### src/rtl/scff_scan_ctrl.sv
// scff_scan_ctrl: on-chip integrity sequencer for the fabric scan chain.
// Raises Test_en, flushes the chain with zeros, injects a single '1' at
// sc_head and checks that it emerges at sc_tail exactly EXP shift clocks
// later, followed by CHECK_ZEROS zeros. All outputs are registered.
module scff_scan_ctrl #(
    parameter int SCANCHAIN_SIZE = 1024,
    parameter int TAIL_LAT       = 0,
    parameter int ARM_CYCLES     = 2,
    parameter int CHECK_ZEROS    = 2,
    parameter int CNT_W          = 11
) (
    input  logic             clock,
    input  logic             resetb,
    input  logic             start,
    input  logic             abort,
    input  logic             sc_tail,
    output logic             sc_head,
    output logic             sc_clk_en,
    output logic             test_en,
    output logic             busy,
    output logic             done,
    output logic             pass,
    output logic             aborted,
    output logic             no_pulse,
    output logic [7:0]       err_count,
    output logic [CNT_W-1:0] pulse_pos
);

    // Expected arrival index of the injected '1' and index of the last sample.
    localparam int EXP    = SCANCHAIN_SIZE + TAIL_LAT;
    localparam int LAST_K = EXP + CHECK_ZEROS;

    localparam logic [CNT_W-1:0] ARM_LAST   = CNT_W'(ARM_CYCLES - 1);
    localparam logic [CNT_W-1:0] FLUSH_LAST = CNT_W'(EXP - 1);
    localparam logic [CNT_W-1:0] EXP_K      = CNT_W'(EXP);
    localparam logic [CNT_W-1:0] END_K      = CNT_W'(LAST_K);
    localparam logic [CNT_W-1:0] CNT_ZERO   = {CNT_W{1'b0}};
    localparam logic [CNT_W-1:0] CNT_ONE    = CNT_W'(1);
    localparam logic [CNT_W-1:0] POS_NONE   = {CNT_W{1'b1}};

    // The counter must never wrap: it has to hold the last sample index.
    if (LAST_K > (2 ** CNT_W) - 1) begin : g_cnt_w_too_small
        $error("scff_scan_ctrl: CNT_W cannot hold SCANCHAIN_SIZE+TAIL_LAT+CHECK_ZEROS");
    end
    if ((ARM_CYCLES < 1) || (TAIL_LAT < 0) || (TAIL_LAT > 3) || (SCANCHAIN_SIZE < 1)) begin : g_bad_params
        $error("scff_scan_ctrl: ARM_CYCLES>=1, 0<=TAIL_LAT<=3 and SCANCHAIN_SIZE>=1 required");
    end

    typedef enum logic [2:0] {
        ST_IDLE  = 3'd0,
        ST_ARM   = 3'd1,
        ST_FLUSH = 3'd2,
        ST_SHIFT = 3'd3,
        ST_DONE  = 3'd4
    } state_t;

    state_t           state_r;
    state_t           state_nxt_s;
    logic [CNT_W-1:0] cnt_r;
    logic [CNT_W-1:0] cnt_nxt_s;
    logic             seen_r;
    logic             seen_nxt_s;
    logic             expect_s;
    logic [7:0]       err_nxt_s;
    logic [CNT_W-1:0] pos_nxt_s;
    logic             pass_nxt_s;
    logic             aborted_nxt_s;
    logic             no_pulse_nxt_s;
    logic             head_nxt_s;
    logic             clk_en_nxt_s;
    logic             test_en_nxt_s;
    logic             busy_nxt_s;
    logic             done_nxt_s;

    // Error counter increment that sticks at 255 instead of wrapping.
    function automatic logic [7:0] sat_inc(input logic [7:0] v);
        return (v == 8'hFF) ? v : (v + 8'd1);
    endfunction

    // Next-state, counter and result bookkeeping.
    always_comb begin
        state_nxt_s    = state_r;
        cnt_nxt_s      = cnt_r;
        seen_nxt_s     = seen_r;
        err_nxt_s      = err_count;
        pos_nxt_s      = pulse_pos;
        pass_nxt_s     = pass;
        aborted_nxt_s  = aborted;
        no_pulse_nxt_s = no_pulse;
        expect_s       = (cnt_r == EXP_K);
        case (state_r)
            ST_IDLE: begin
                // abort wins over a simultaneous start
                if (start && !abort) begin
                    state_nxt_s    = ST_ARM;
                    cnt_nxt_s      = CNT_ZERO;
                    seen_nxt_s     = 1'b0;
                    err_nxt_s      = 8'd0;
                    pos_nxt_s      = POS_NONE;
                    pass_nxt_s     = 1'b0;
                    aborted_nxt_s  = 1'b0;
                    no_pulse_nxt_s = 1'b0;
                end else begin
                    state_nxt_s = ST_IDLE;
                end
            end
            ST_ARM: begin
                if (abort) begin
                    state_nxt_s    = ST_DONE;
                    aborted_nxt_s  = 1'b1;
                    pass_nxt_s     = 1'b0;
                    no_pulse_nxt_s = !seen_r;
                end else if (cnt_r == ARM_LAST) begin
                    state_nxt_s = ST_FLUSH;
                    cnt_nxt_s   = CNT_ZERO;
                end else begin
                    cnt_nxt_s = cnt_r + CNT_ONE;
                end
            end
            ST_FLUSH: begin
                if (abort) begin
                    state_nxt_s    = ST_DONE;
                    aborted_nxt_s  = 1'b1;
                    pass_nxt_s     = 1'b0;
                    no_pulse_nxt_s = !seen_r;
                end else if (cnt_r == FLUSH_LAST) begin
                    state_nxt_s = ST_SHIFT;
                    cnt_nxt_s   = CNT_ZERO;
                end else begin
                    cnt_nxt_s = cnt_r + CNT_ONE;
                end
            end
            ST_SHIFT: begin
                if (abort) begin
                    state_nxt_s    = ST_DONE;
                    aborted_nxt_s  = 1'b1;
                    pass_nxt_s     = 1'b0;
                    no_pulse_nxt_s = !seen_r;
                end else begin
                    if (sc_tail != expect_s) begin
                        err_nxt_s = sat_inc(err_count);
                    end else begin
                        err_nxt_s = err_count;
                    end
                    if (sc_tail && !seen_r) begin
                        pos_nxt_s  = cnt_r;
                        seen_nxt_s = 1'b1;
                    end else begin
                        pos_nxt_s = pulse_pos;
                    end
                    // results become valid together with the done pulse
                    if (cnt_r == END_K) begin
                        state_nxt_s    = ST_DONE;
                        pass_nxt_s     = (err_nxt_s == 8'd0);
                        no_pulse_nxt_s = !seen_nxt_s;
                    end else begin
                        cnt_nxt_s = cnt_r + CNT_ONE;
                    end
                end
            end
            ST_DONE: begin
                state_nxt_s = ST_IDLE;
            end
            default: begin
                state_nxt_s = ST_IDLE;
            end
        endcase
    end

    // Pin-level controls decoded from the state being entered, so the
    // registered outputs line up with the state register.
    always_comb begin
        head_nxt_s    = 1'b0;
        clk_en_nxt_s  = 1'b0;
        test_en_nxt_s = 1'b0;
        busy_nxt_s    = 1'b1;
        done_nxt_s    = 1'b0;
        case (state_nxt_s)
            ST_IDLE: begin
                busy_nxt_s = 1'b0;
            end
            ST_ARM: begin
                test_en_nxt_s = 1'b1;
            end
            ST_FLUSH: begin
                test_en_nxt_s = 1'b1;
                clk_en_nxt_s  = 1'b1;
            end
            ST_SHIFT: begin
                test_en_nxt_s = 1'b1;
                clk_en_nxt_s  = 1'b1;
                head_nxt_s    = (cnt_nxt_s == CNT_ZERO);
            end
            ST_DONE: begin
                done_nxt_s = 1'b1;
            end
            default: begin
                busy_nxt_s = 1'b0;
            end
        endcase
    end

    // State, counter and output registers with synchronous active-low reset.
    always_ff @(posedge clock) begin
        if (!resetb) begin
            state_r   <= ST_IDLE;
            cnt_r     <= CNT_ZERO;
            seen_r    <= 1'b0;
            sc_head   <= 1'b0;
            sc_clk_en <= 1'b0;
            test_en   <= 1'b0;
            busy      <= 1'b0;
            done      <= 1'b0;
            pass      <= 1'b0;
            aborted   <= 1'b0;
            no_pulse  <= 1'b0;
            err_count <= 8'd0;
            pulse_pos <= POS_NONE;
        end else begin
            state_r   <= state_nxt_s;
            cnt_r     <= cnt_nxt_s;
            seen_r    <= seen_nxt_s;
            sc_head   <= head_nxt_s;
            sc_clk_en <= clk_en_nxt_s;
            test_en   <= test_en_nxt_s;
            busy      <= busy_nxt_s;
            done      <= done_nxt_s;
            pass      <= pass_nxt_s;
            aborted   <= aborted_nxt_s;
            no_pulse  <= no_pulse_nxt_s;
            err_count <= err_nxt_s;
            pulse_pos <= pos_nxt_s;
        end
    end

endmodule

### config.mk
export PLATFORM = sky130hd
export DESIGN_NAME = scff_scan_ctrl
export DESIGN_NICKNAME = d
export VERILOG_FILES = /design/src/rtl/scff_scan_ctrl.sv
export SDC_FILE = /design/constraint.sdc
export NUM_CORES = 1
export LEC_CHECK = 0
export CAP_MARGIN = 20
export CORE_MARGIN = 5
export CORE_UTILIZATION = 35
export CTS_CLUSTER_SIZE = 25
export DETAILED_ROUTE_END_ITERATION = 8
export MAX_ROUTING_LAYER = met4
export SYNTH_ARGS = -nofsm -noshare
export SYNTH_HDL_FRONTEND = slang
export SYNTH_SLANG_ARGS = --single-unit
### constraint.sdc
create_clock -name clock -period 3.9 [get_ports clock]
set_clock_uncertainty 0.2 [all_clocks]
set_input_delay 0.78 -clock clock [delete_from_list [all_inputs] [get_ports clock]]
set_output_delay 0.78 -clock clock [all_outputs]
set_load 0.01 [all_outputs]
==> summary.txt <==
Floorplan
  • Die W: 98.40 um
  • Die ar.: 9683 um^2
  • Rows: 32
  • Initial core utilization: 0.3558
  • Core area: 7687 um^2
  • IO Count: 32
  • Die Ht: 98.40 um

Timing
  • TNS Setup: 0 ps
  • Slew @ Worst Pin: 712.5 ps
  • Final setup fails: 0
  • RSZ-0062 raised after global routing: no
  • Max-slew violation count: 0
  • Max-slew headroom: 0.5232
  • Final count of hold timing violations: 0
  • Period minus WS final: 2982 ps
  • Timing-limited maximum frequency: 335.4 MHz
  • Period utilization: 0.7646

Yosys
  • Post-synth cell types: 74
  • Yosys top cell area share: 0.3074
  • Top cells by area, synth: dfxtp_1 (31%), nand2_1 (4.5%), nor2_1 (4.4%)
  • Syn nets: 346
  • Synth Cell Area: 2735 um^2
  • Top-count cell post-synth: dfxtp_1
  • Async SR Flop Fraction: 0
  • Cell taking the most area after synthesis: dfxtp_1
  • Seq cells post-synth: 42
  • Post-Synthesis Mean Instance Area: 8.140 um^2
  • Cell count after synthesis: 336
  • Post-synth EDFFs: 0
  • Main flop type after synthesis: dfxtp_1
  • Yosys Warn Count: 0
  • Top cells by count, synth: dfxtp_1 (42), nand2_1 (33), nor2_1 (32)
  • Sequential fraction of the synthesis area: 0.3074

Clocking
  • Post-cts sizing count: 0
  • Setup bufs post-CTS: 0
  • Root Driver: clkbuf_8
  • H-tree depth: 2
  • Hold buffers post-CTS: 0
  • Clock sinks: 42
  • Clk pin slew, worst setup/hold paths: 80 ps
  • Clk Latency, worst-skew pair: 310 ps
  • CTS max path bufs: 2
  • CTS tree: yes
  • Cts bufs inserted: 5

Critical path
  • Worst path bufs/invs: 1
  • Crit-path max FO: 7
  • Critical path class: in2reg
  • CP Data Required Time: 3910 ps
  • Crit path cell chain: clkdlybuf4s50_1, or2_2, nor2_1, nand2_1, a211oi_1, o31ai_2, nor4_2
  • Delay-heaviest family, CP: simple AND/OR/NAND/NOR gates
  • CP Capture Type: register
  • CP Launch Type: input port
  • CP arrival: 3000 ps
  • Slowest cell on crit path: clkdlybuf4s50_1
  • Slowest stage delay, CP: 520 ps

Run
  • Max-Cap Viols: 0

GRT
  • First-pass GRT wire length: 12.73 mm
  • Total gr overflow: 0
  • Tot GR Track Use: 0.1661
  • Largest net degree at the start of global routing: 24
  • Vias in the first global route: 2488
  • Antenna violations before repair: 0

Drt
  • First DRT Iteration DRCs: 237
  • DR pass1 iterations: 5
  • DR vias: 2755
  • Via density: 6.015
  • Routed len/inst: 17.23 um
  • Drc violations: 0
  • Routed Antenna Nets: 0
  • DRT Wirelength: 7.892 mm

Final layout
  • Filler cell count: 786
  • Layout cells sized above 1: 0.1124
  • Final std cells w/o fill: 458
  • # nets final: 365
  • Fin util: 0.4085
  • Layout area overhead: 14.82%
  • # diodes: 0

Place
  • Placed insts: 450
  • HPWL after detailed placement: 5.585 mm
  • Routability cong.: 0.9726
  • Buffers on Ports: 31

Min path
  • Min-delay worst type: reg2reg

Power and ir drop
  • Power Density: 275.8 nW/um^2
  • Total chip power: 866.0 uW
  • Pleak: 1.151 nW
  • Maximum vdd ir drop: 0.00009570 V

Outcome
  • Status: finished, final reports clean
worst min-delay path, cell delays in order, from the launching register on:
cell	delay, ps
dfxtp_1	340
o22ai_1	60
nand2_1	60
cell usage in the layout, fill, tap and decap left out, types with 6 or more instances in the layout:
master,count
dfxtp_1,42
buf_4,8
nand3_1,14
nand4_1,12
clkdlybuf4s50_1,31
nand2_1,33
nor2_1,32
o21ai_0,11
inv_1,11
a211oi_1,6
o22ai_1,12
a21oi_1,20
nor3_1,9
a31oi_1,6
per-layer routing:
layer,up-vias,routed length (um),global-route usage
met2,120,3574,0.2501
li1,1309,-,-
met1,1301,3556,0.2138
met4,0,231,0.07668
met3,25,530,0.03286
met5,-,0,-
state kept, by name, indices dropped and copies added (netlist names):
register,cells
pulse_pos,11
cnt_r,11
seen_r,1
err_count,8
done,1
sc_head,1
test_en,1
no_pulse,1
busy,1
sc_clk_en,1
aborted,1
state_r,3
pass,1
power by group:
part | internal, mW | switching (mW) | total [mW]
Clock | 0.189 | 0.162 | 0.350
Sequential | 0.432 | 0.00569 | 0.437
Combinational | 0.0293 | 0.0491 | 0.0784
cell type report:
class	instances	area [um^2]	share of cell area
multi-input cells	256	1652	0.5259
flip-flops and latches	42	840.8	0.2677
repair buffers	39	370.4	0.1179
well taps	102	127.6	0.04064
clock buffers	5	68.82	0.02191
inverters	11	41.29	0.01315
clock inverters	3	40.04	0.01275
through the flow:
stage | setup WS (ps) | hold slack, ps | cell area, um^2
5_1_grt | 780.5 | 315.2 | 3141
6_report | 918.2 | 282.4 | 3141
2_1_floorplan | 1266 | 252.6 | 2735
4_1_cts | 959.5 | 290.1 | 3141
3_3_place_gp | 743.5 | 258.3 | 3032
3_5_place_dp | 660.4 | 264.0 | 3032
kinds of logic after synthesis:
kind of cell | after synthesis | share of synthesized area
AO/OA/AOI/OAI | 99 | 0.2589
buffers and inverters | 38 | 0.08874
multiplexers | 5 | 0.01876
AND/OR/NAND/NOR | 147 | 0.3033
flip-flops | 42 | 0.3074
adder cells (fa/ha/maj) | 5 | 0.02287
path summary, 6_finish.rpt:
check,start,end,slack (ps),cells past startpoint
min reg2reg,pulse_pos[10],pulse_pos[10],280,2
min,pulse_pos[10],pulse_pos[10],280,2
max reg2reg,cnt_r[1],sc_head,1150,8
max,abort,sc_head,920,7
No activity file was read; power rests on OpenSTA's default activity.
